**src/rtl/reaction_timer.sv**
```systemverilog
// Reaction-time trial: random pre-stimulus delay, LED stimulus, then millisecond measurement
// of the button response, reporting the result, a false start or a timeout.
module reaction_timer #(
    parameter int unsigned CLKS_PER_MS  = 50000,
    parameter int unsigned MIN_DELAY_MS = 1000,
    parameter int unsigned RAND_BITS    = 10,
    parameter int unsigned MAX_MS       = 9999,
    parameter int unsigned MS_W         = 14
) (
    input  logic            clk,
    input  logic            rst,
    input  logic            start,
    input  logic            btn,
    output logic            led,
    output logic            busy,
    output logic            done,
    output logic            early,
    output logic            timeout,
    output logic [MS_W-1:0] result_ms
);
    localparam int unsigned PRE_W = (CLKS_PER_MS > 1) ? $clog2(CLKS_PER_MS) : 1;
    localparam int unsigned DLY_W = $clog2(MIN_DELAY_MS + (1 << RAND_BITS));

    localparam logic [PRE_W-1:0] PreLast = PRE_W'(CLKS_PER_MS - 1);
    localparam logic [DLY_W-1:0] DlyMin  = DLY_W'(MIN_DELAY_MS);
    localparam logic [DLY_W-1:0] DlyOne  = DLY_W'(1);
    localparam logic [MS_W-1:0]  MsLast  = MS_W'(MAX_MS - 1);
    localparam logic [MS_W-1:0]  MsMax   = MS_W'(MAX_MS);
    localparam logic [15:0]      LfsrSeed = 16'hACE1;
    localparam logic [15:0]      LfsrTaps = 16'hB400;

    typedef enum logic [2:0] {
        StIdle,
        StWait,
        StLit,
        StResult,
        StEarly,
        StTimeout
    } state_e;

    state_e            state_q, state_d;
    logic [PRE_W-1:0]  presc_q, presc_d;
    logic [DLY_W-1:0]  delay_q, delay_d;
    logic [MS_W-1:0]   ms_q, ms_d;
    logic [15:0]       lfsr_q, lfsr_d;
    logic              btn_meta_q, btn_s_q, btn_dly_q;
    logic              led_q, led_d;
    logic              busy_q, busy_d;
    logic              done_q, done_d;
    logic              early_q, early_d;
    logic              timeout_q, timeout_d;
    logic [MS_W-1:0]   result_q, result_d;
    logic              tick;
    logic              btn_rise;

    // Only the synchronized rising edge counts, so a button still held from the
    // start release cannot register as a press.
    assign btn_rise = btn_s_q & ~btn_dly_q;
    assign tick     = (presc_q == PreLast);

    always_comb begin
        lfsr_d    = {1'b0, lfsr_q[15:1]} ^ (lfsr_q[0] ? LfsrTaps : 16'h0000);
        presc_d   = tick ? '0 : presc_q + 1'b1;
        state_d   = state_q;
        delay_d   = delay_q;
        ms_d      = ms_q;
        done_d    = 1'b0;
        early_d   = early_q;
        timeout_d = timeout_q;
        result_d  = result_q;

        unique case (state_q)
            StIdle, StResult, StEarly, StTimeout: begin
                if (start) begin
                    state_d   = StWait;
                    delay_d   = DlyMin + DLY_W'(lfsr_q[RAND_BITS-1:0]);
                    presc_d   = '0;
                    early_d   = 1'b0;
                    timeout_d = 1'b0;
                    result_d  = '0;
                end
            end
            StWait: begin
                if (btn_rise) begin
                    state_d  = StEarly;
                    early_d  = 1'b1;
                    result_d = '0;
                    done_d   = 1'b1;
                end else if (tick) begin
                    if (delay_q == DlyOne) begin
                        state_d = StLit;
                        presc_d = '0;
                        ms_d    = '0;
                    end else begin
                        delay_d = delay_q - 1'b1;
                    end
                end
            end
            StLit: begin
                // A press on the same cycle as the final tick still reports completed ms.
                if (btn_rise) begin
                    state_d  = StResult;
                    result_d = ms_q;
                    done_d   = 1'b1;
                end else if (tick) begin
                    if (ms_q == MsLast) begin
                        state_d   = StTimeout;
                        timeout_d = 1'b1;
                        result_d  = MsMax;
                        done_d    = 1'b1;
                    end else begin
                        ms_d = ms_q + 1'b1;
                    end
                end
            end
            default: state_d = StIdle;
        endcase

        led_d  = (state_d == StLit);
        busy_d = (state_d == StWait) || (state_d == StLit);
    end

    always_ff @(posedge clk or posedge rst) begin
        if (rst) begin
            state_q    <= StIdle;
            presc_q    <= '0;
            delay_q    <= '0;
            ms_q       <= '0;
            lfsr_q     <= LfsrSeed;
            btn_meta_q <= 1'b0;
            btn_s_q    <= 1'b0;
            btn_dly_q  <= 1'b0;
            led_q      <= 1'b0;
            busy_q     <= 1'b0;
            done_q     <= 1'b0;
            early_q    <= 1'b0;
            timeout_q  <= 1'b0;
            result_q   <= '0;
        end else begin
            state_q    <= state_d;
            presc_q    <= presc_d;
            delay_q    <= delay_d;
            ms_q       <= ms_d;
            lfsr_q     <= lfsr_d;
            btn_meta_q <= btn;
            btn_s_q    <= btn_meta_q;
            btn_dly_q  <= btn_s_q;
            led_q      <= led_d;
            busy_q     <= busy_d;
            done_q     <= done_d;
            early_q    <= early_d;
            timeout_q  <= timeout_d;
            result_q   <= result_d;
        end
    end

    assign led       = led_q;
    assign busy      = busy_q;
    assign done      = done_q;
    assign early     = early_q;
    assign timeout   = timeout_q;
    assign result_ms = result_q;
endmodule

```
**config.mk**
```make
export PLATFORM = sky130hd
export DESIGN_NAME = reaction_timer
export DESIGN_NICKNAME = d
export VERILOG_FILES = /design/src/rtl/reaction_timer.sv
export SDC_FILE = /design/constraint.sdc
export NUM_CORES = 1
export LEC_CHECK = 0
export ABC_AREA = 1
export BUFFER_PORTS_ARGS = -buffer_cell sky130_fd_sc_hd__buf_2
export CAP_MARGIN = 0
export CORE_AREA = 2 2 88 99
export DETAILED_ROUTE_END_ITERATION = 12
export DIE_AREA = 0 0 90 101
export PLACE_DENSITY = 0.74
export SYNTH_ARGS = -nofsm -noshare
export SYNTH_HDL_FRONTEND = slang
export SYNTH_SLANG_ARGS = --single-unit
```
**constraint.sdc**
```tcl
create_clock -name clk -period 3 [get_ports clk]
set_clock_uncertainty 0.1 [all_clocks]
set_input_delay 0.6 -clock clk [delete_from_list [all_inputs] [get_ports clk]]
set_output_delay 0.6 -clock clk [all_outputs]
set_load 0.05 [all_outputs]
```
* Yosys cells after proc, flatten, opt, wreduce, memory -nomap -nowiden *
Cells that the tools add are included.

operators by class
  $add $sub $neg = 4
  equality and inequality tests = 22
  mux-type cells = 45
  bitwise logic cells = 3
  reductions and logical operators = 12

operators by type and width
  cell                                                number
  two-way mux 14 bit                                  11
  two-way mux 16 bit                                  6
  two-way mux 11 bit                                  4
  case mux 14 bit (3 select lines)                    1
  case mux 16 bit (2 select lines)                    1
  case mux 14 bit (2 select lines)                    1
  case mux 11 bit (2 select lines)                    1
  two-way mux 3 bit                                   7
  != test 2 bit, second input constant                10
  adder 16 x 1 -> 16 bit, second input constant       1
  == test 16 bit, second input constant               1
  XOR 15 x 16 -> 16 bit                               1
  AND reduction 5 bit                                 3
  adder 14 x 1 -> 14 bit, second input constant       1
  == test 14 bit, second input constant               1
  adder 10 x 10 -> 11 bit, first input constant       1
  == test 11 x 1 -> 1 bit, second input constant      1
  subtractor 11 x 1 -> 11 bit, second input constant  1
  == test 3 x 2 -> 1 bit, second input constant       3
  two-way mux 1 bit                                   9
  case mux 3 bit (3 select lines)                     1
  AND reduction 7 bit                                 1
  == test 3 x 1 -> 1 bit, second input constant       2
  == test 3 bit, second input constant                2
  10 further kinds                                    15

word-level totals
  register bits = 82
  input port bits = 4
  output and inout port bits = 19
  logic and storage cells = 100

* Depth between registers and ports, before layout *
Gate-level depths: netlist of run 1.

  word-level depth = 7
  depth in mapped cells = 12
  gate-level depth less buffers = 12

* Worst setup path before layout of run 1 *
OpenSTA, ideal clock, no wires.

  kind = register -> register
  start = register ms_q[0]
  end = register result_q[0], in the netlist result_ms[0]
  setup time = 123 ps
  data arrival time = 1,510 ps
  required time = 2,777 ps
  path slack = 1,267 ps
  stages on the path, launching flop included = 13
  cell sequence = dfrtp_1 inv_1 ha_1 inv_1 nor2_1 nand3_1 nor2_1 nand2_1 a21oi_1 nand2_1 buf_2 nand2_1 o21ai_1

on the way
  word-level cells in the longest chain between the ends = 3
  elaborated cells between the ends (all ways) = 5

ends and longest elaborated chain
  what                                  RTL line  text
  start, declared                       44        logic [MS_W-1:0] ms_q, ms_d;
  start signal, assigned                143       ms_q <= ms_d;
  == test 14 bit                        106       if (ms_q == MsLast) begin
  != test 3 bit (no source line)        n/a
  AND reduction 5 bit (no source line)  n/a
  end signal, assigned                  153       result_q <= result_d;
  end, declared                         52        logic [MS_W-1:0] result_q, result_d;

Parallel ways exist; a longest one is shown, timed or not.
A chain may end at the register's enable or synchronous reset.

* Worst setup path after layout of run 1 *
  start = register state_q[2]
  end = register ms_q[12]

on the way
  word-level cells in the longest chain between the ends = 3
  elaborated cells between the ends (all ways) = 11

ends and longest elaborated chain
  what                                                                         RTL line  text
  start, declared                                                              41        state_e state_q, state_d;
  start signal, assigned                                                       125       state_q <= StIdle;
  start signal, assigned                                                       140       state_q <= state_d;
  == test 3 x 2 -> 1 bit / == test 3 x 1 -> 1 bit (equally long branches)      72        unique case (state_q)
  != test 2 bit (no source line) / nonzero test 2 bit (equally long branches)  n/a
  AND reduction 7 bit (no source line)                                         n/a

Parallel ways exist; a longest one is shown, timed or not.

==> results.yml, run 1 <==
grt:
  use_met2_pct: 34.3
  grt_start_max_net_pins: 83
  grt_pass1_vias: 3410
  grt_overflow: 0
  top_usage_layer: "met2"
  grtUsageMet1_pct: 30.3
  antenna_found_initial: 0
  grt_usage_pct: 21.4
  grtUsageMet3_pct: 3.52
  grt_pass1_wl_um: 15800
critical_path:
  rr_worst_depth: 9
  cpMaxStageDelayCell: "nor2_4"
  cp_top_family: "simple AND/OR/NAND/NOR gates"
  max_stage_delay_ps: 560
  path_cells: "inv_1 > nand3_4 > inv_2 > nand2_1 > nand2_1 > nand3_2 > nor2_4 > nand2_1 > o21ai_1"
  critPathLaunchType: "flop"
  crit_required_ps: 3190
  crit_type: "flop to flop"
  cp.arrival_ps: 2490
  crit_cells: 9
  cp_num_buf_inv: 2
  crit_fanout: 21
  crit_top_cell: "nand2_1"
  cp-end-kind: "flop"
yosys:
  ys_seq_elements: 82
  syn_inst: 566
  synth_area_leaders: "dfrtp_1 41%, nand2_1 11%, nor2_1 7.1%"
  syn-cell-area_um2: 4520
  synth_cell_types: 36
  synth_edf_count: 0
  ys_async_sr_fraction_pct: 100
  synth.top_cell.area_share_pct: 41.0
  yosysTopAreaCell: "dfrtp_1"
  synth_fp_nets: 576
  seq_area_frac_synth_pct: 45.6
  yosys-top-cells-count: "136 x nand2_1, 85 x nor2_1, 74 x dfrtp_1"
  synth_warnings: 0
  syn_avg_cell_area_um2: 7.99
  synth_most_common_cell: "nand2_1"
  ys.flop_type: "dfrtp_1"
drt:
  drt_iter0_drc: 238
  via_per_inst: 5.05
  routed_wl_um: 9080
  drtPass1Iterations: 5
  ant_nets: 0
  dr_total_vias: 3564
  post_drt_wl_per_cell_um: 12.9
  drcViolationCount: 0
cts:
  cts-resized-gates: 0
  cts_made_buffers: 9
  worstSkewPairLatency_ps: 350
  cts_tree: "yes"
  cts_hold_buf: 0
  cts.path.max_buffers: 2
  post_cts_buffers: 0
  clockRootBuffer: "clkbuf_8"
  clk_pin_slew_worst_paths_ps: 90
  htreeDepth: 3
  clkSinkCount: 82
pwr:
  leakagePower_nw: 2.37
  peakVddDrop_uv: 508
  p_per_area_nw_per_um2: 677
cells_and_area:
  fill_cells: 767
  finish.utilization_pct: 60.4
  post_route_cells_drive_above_1_share_pct: 19.0
  final_cell_area_um2: 4920
  syn_to_final_growth_pct: 8.83
  diodes: 0
  finalNonFillerCells: 706
  fin_nets: 600
hold_path:
  hold_class: "primary input to async pin"
outcome:
  status: "finished clean"
sta:
  hold_violations: 0
  rsz0062_at_grt: "false"
  setup_violations: 0
  fmax_ghz: 0.435
  slew_viol_final: 0
  period_share_pct: 76.6
  period_needed_ps: 2300
  slew_headroom_pct: 53.7
  fin_setup_tns_ps: 0
  worst_pin_slew_ps: 692
  setup_slack_ps: 701
placed_design:
  placed_cells: 690
  place_area_um2: 4720
  gp_congestion: 0.910
  dp_worst_setup_slack_ps: 717
  io_buffers: 22
  dpl.hpwl_um: 6550
die:
  initial_utilization_pct: 55.5
  placeableCoreArea_um2: 8150
  die_w_um: 90
  fp.dieH_um: 101
  num_rows: 35
  ioPinCount: 23
  die_area_um2: 9090
run:
  max_cap_viol_count: 0
-- per-stage QoR --
stage | total power [mW] | hold WS (ps)
after floorplan | 2.36 | 231
after global placement | 2.52 | 233
after detailed placement | 2.54 | 240
after CTS | 3.36 | 231
after global routing | 3.60 | 223
final | 3.33 | 223
-- cell usage in the layout, fill, tap and decap left out, types with 3 or more instances in the layout --
| cell | n |
|---|---|
| clkbuf_8 | 9 |
| xnor2_1 | 4 |
| nand2_2 | 16 |
| o21ai_2 | 14 |
| o21ai_1 | 16 |
| o21ai_0 | 23 |
| nor2_1 | 85 |
| inv_1 | 48 |
| nand3_1 | 33 |
| nand2_1 | 136 |
| nor3_1 | 6 |
| o21a_1 | 3 |
| nand3_2 | 5 |
| a21oi_1 | 7 |
| inv_2 | 15 |
| nor2_4 | 3 |
| ha_1 | 6 |
| dfstp_2 | 8 |
| xor2_1 | 25 |
| buf_2 | 22 |
| nand4_1 | 5 |
| nor2_2 | 5 |
| dfrtp_1 | 74 |
-- cell type report --
cell class | count | area, um2 | area share, %
clock inverters | 7 | 76.3 | 1.55
multi-input cells | 407 | 2130 | 43.3
repair buffers | 24 | 138 | 2.80
clock buffers | 9 | 124 | 2.52
well taps | 111 | 139 | 2.82
inverters | 66 | 249 | 5.06
flip-flops and latches | 82 | 2060 | 41.9
-- worst register-to-register path: cells and delay by family, from the launching register on --
family	cells	cell delay (ps)
AND/OR/NAND/NOR	6	1230
buffers and inverters	2	410
flip-flops	1	400
AO/OA/AOI/OAI	1	100
-- logic make-up after synthesis --
logic type / count (synthesis) / share of synthesized area [%]
AO/OA/AOI/OAI: 71 / 9.83
XOR/XNOR: 29 / 5.62
adder cells (fa/ha/maj): 6 / 1.66
buffers and inverters: 77 / 7.22
flip-flops: 82 / 45.6
AND/OR/NAND/NOR: 301 / 30.1
-- registers in the layout, summed over array words and instances, names as in the netlist --
register    flops
delay_q        11
lfsr_q         16
early           1
led             1
btn_meta_q      1
state_q         3
timeout         1
ms_q           14
btn_s_q         1
presc_q        16
busy            1
result_ms      14
done            1
btn_dly_q       1
-- per-layer routing --
metal  share of wire (%)  up-vias
met4                0.96        0
met2                  47       74
li1                    -     1842
met5                   0        -
met3                 4.2        8
met1                  48     1640
-- where the power goes --
group | leakage (nW) | internal (mW) | total [mW] | switching, mW
Combinational | 1.20 | 0.371 | 1.15 | 0.776
Clock | 0.0962 | 0.390 | 0.804 | 0.414
Sequential | 1.08 | 1.24 | 1.38 | 0.135
-- worst paths after layout --
| kind | startpoint | end | slack [ps] |
|---|---|---|---|
| max | state_q[2]$_DFF_PP0_ | ms_q[12]$_DFFE_PP0P_ | 700 |
| min | rst | btn_s_q$_DFF_PP0_ | 220 |
| max reg2reg | state_q[2]$_DFF_PP0_ | ms_q[12]$_DFFE_PP0P_ | 700 |
| min reg2reg | btn_meta_q$_DFF_PP0_ | btn_s_q$_DFF_PP0_ | 260 |
| max in group asynchronous | rst | result_ms[9]$_DFFE_PP0P_ | 2240 |
| min in group clk | btn | btn_meta_q$_DFF_PP0_ | 250 |
No activity file was read; power rests on OpenSTA's default activity.
==> run 2: changes to the inputs <==
Clock period 3 ns to 2.4 ns, I/O delays scaled along.
==> run 2 against run 1 <==
Effect of this change:
- clock power is 14% higher
- largest cell class unchanged
- worst setup slack worse by 440 ps
- non-clock buffer count is 2 higher
- critical path type unchanged
- hold slack worse by 110 ps
- maximum frequency is 7.4% higher
- routed wire length is 2.5% lower
==> results.yml, run 2 (synthesis gave the netlist of run 1 again) <==
outcome:
  status: "finished clean"
critical_path:
  crit_type: "flop to flop"
  critPathLaunchType: "flop"
  cpMaxStageDelayCell: "dfrtp_1"
  cp.arrival_ps: 2340
  crit_required_ps: 2600
  cp-end-kind: "flop"
  max_stage_delay_ps: 400
  cp_top_family: "simple AND/OR/NAND/NOR gates"
  rr_worst_depth: 10
  crit_cells: 10
  crit_fanout: 21
  crit_top_cell: "nand2_1"
  path_cells: "inv_1 > nand3_4 > inv_2 > nand2_1 > nand2_1 > nand3_2 > nor2_4 > buf_4 > nand2_1 > o21ai_1"
  cp_num_buf_inv: 3
grt:
  grt_pass1_vias: 3558
  grt_start_max_net_pins: 83
  grt_overflow: 0
  antenna_found_initial: 0
  grt_pass1_wl_um: 15500
  grt_usage_pct: 21.1
die:
  initial_utilization_pct: 55.5
  ioPinCount: 23
  fp.dieH_um: 101
  die_area_um2: 9090
  num_rows: 35
  placeableCoreArea_um2: 8150
  die_w_um: 90
placed_design:
  dpl.hpwl_um: 6460
  io_buffers: 22
  gp_congestion: 0.922
drt:
  drt_iter0_drc: 221
  via_per_inst: 5.09
  routed_wl_um: 8850
  post_drt_wl_per_cell_um: 12.5
  ant_nets: 0
  drtPass1Iterations: 4
  drcViolationCount: 0
  dr_total_vias: 3606
sta:
  worst_pin_slew_ps: 496
  period_share_pct: 89.2
  hold_violations: 0
  rsz0062_at_grt: "false"
  fin_setup_tns_ps: 0
  slew_headroom_pct: 66.8
  fmax_ghz: 0.467
  setup_violations: 0
  slew_viol_final: 0
  period_needed_ps: 2140
pwr:
  peakVddDrop_uv: 510
  p_per_area_nw_per_um2: 835
  leakagePower_nw: 2.37
  p_total_mw: 4.10
cells_and_area:
  fin_nets: 602
  layout_commonest_cell: "nand2_1"
  syn_to_final_growth_pct: 8.72
  post_route_cells_drive_above_1_share_pct: 19.3
  reg_top3: "lfsr_q x16, presc_q x16"
  diodes: 0
  layout_common_cells: "136 x nand2_1, 85 x nor2_1, 74 x dfrtp_1, 48 x inv_1, 33 x nand3_1"
cts:
  htreeDepth: 3
  cts-resized-gates: 0
  clockRootBuffer: "clkbuf_8"
  clkSinkCount: 82
  post_cts_buffers: 0
  cts_hold_buf: 0
  worstSkewPairLatency_ps: 370
  cts.path.max_buffers: 2
  cts_made_buffers: 9
  clk_pin_slew_worst_paths_ps: 80
  cts_tree: "yes"
run:
  max_cap_viol_count: 0
hold_path:
  hold_class: "primary input to async pin"
-- run 2: worst min-delay path: cells and delay by family --
family / cells / cell delay (ps)
buffers and inverters: 3 / 530
-- run 2: per-stage QoR --
| stage | cells | instance area, um2 | worst slack, ps | hold WS [ps] | util [%] |
|---|---|---|---|---|---|
| floorplan | 566 | 4520 | 667 | 231 | - |
| CTS | 708 | 4910 | 272 | 110 | 60.3 |
| detailed placement | 692 | 4740 | 300 | 242 | 58.2 |
| finish | 708 | 4910 | 259 | 116 | 60.3 |
| global placement | 692 | 4740 | 412 | 236 | 58.2 |
| global route | 708 | 4910 | 43.5 | 114 | 60.3 |
-- run 2: final timing paths --
kind / start / endpoint / slack, ps
worst min-delay path: rst / ms_q[4]$_DFFE_PP0P_ / 120
worst max-delay path: state_q[2]$_DFF_PP0_ / ms_q[12]$_DFFE_PP0P_ / 260
min in group clk: btn / btn_meta_q$_DFF_PP0_ / 120
worst max register to register: state_q[2]$_DFF_PP0_ / ms_q[12]$_DFFE_PP0P_ / 260
worst min register to register: btn_meta_q$_DFF_PP0_ / btn_s_q$_DFF_PP0_ / 260
max in group asynchronous: rst / lfsr_q[0]$_DFF_PP1_ / 1730
-- run 2: cell type report --
class	count	area [um2]
inverters	66	251
fillers	752	3230
clock buffers	9	124
repair buffers	26	153
flip-flops and latches	82	2060
multi-input cells	407	2130
clock inverters	7	53.8
well taps	111	139
-- run 2: where the power goes --
group          switching, mW  internal [mW]
logic                  0.983          0.483
clock network          0.537          0.382
registers              0.166           1.55
total                   1.69           2.42
-- run 2: per-layer routing --
layer | track usage (%) | share of wire, % | up-vias | wire length (um)
met5 | 0 | 0 | - | 0
met4 | 10.5 | 2.2 | 0 | 195
met3 | 4.11 | 4.4 | 16 | 390
met2 | 34.0 | 47 | 71 | 4180
met1 | 27.4 | 46 | 1668 | 4090
li1 | - | - | 1851 | -
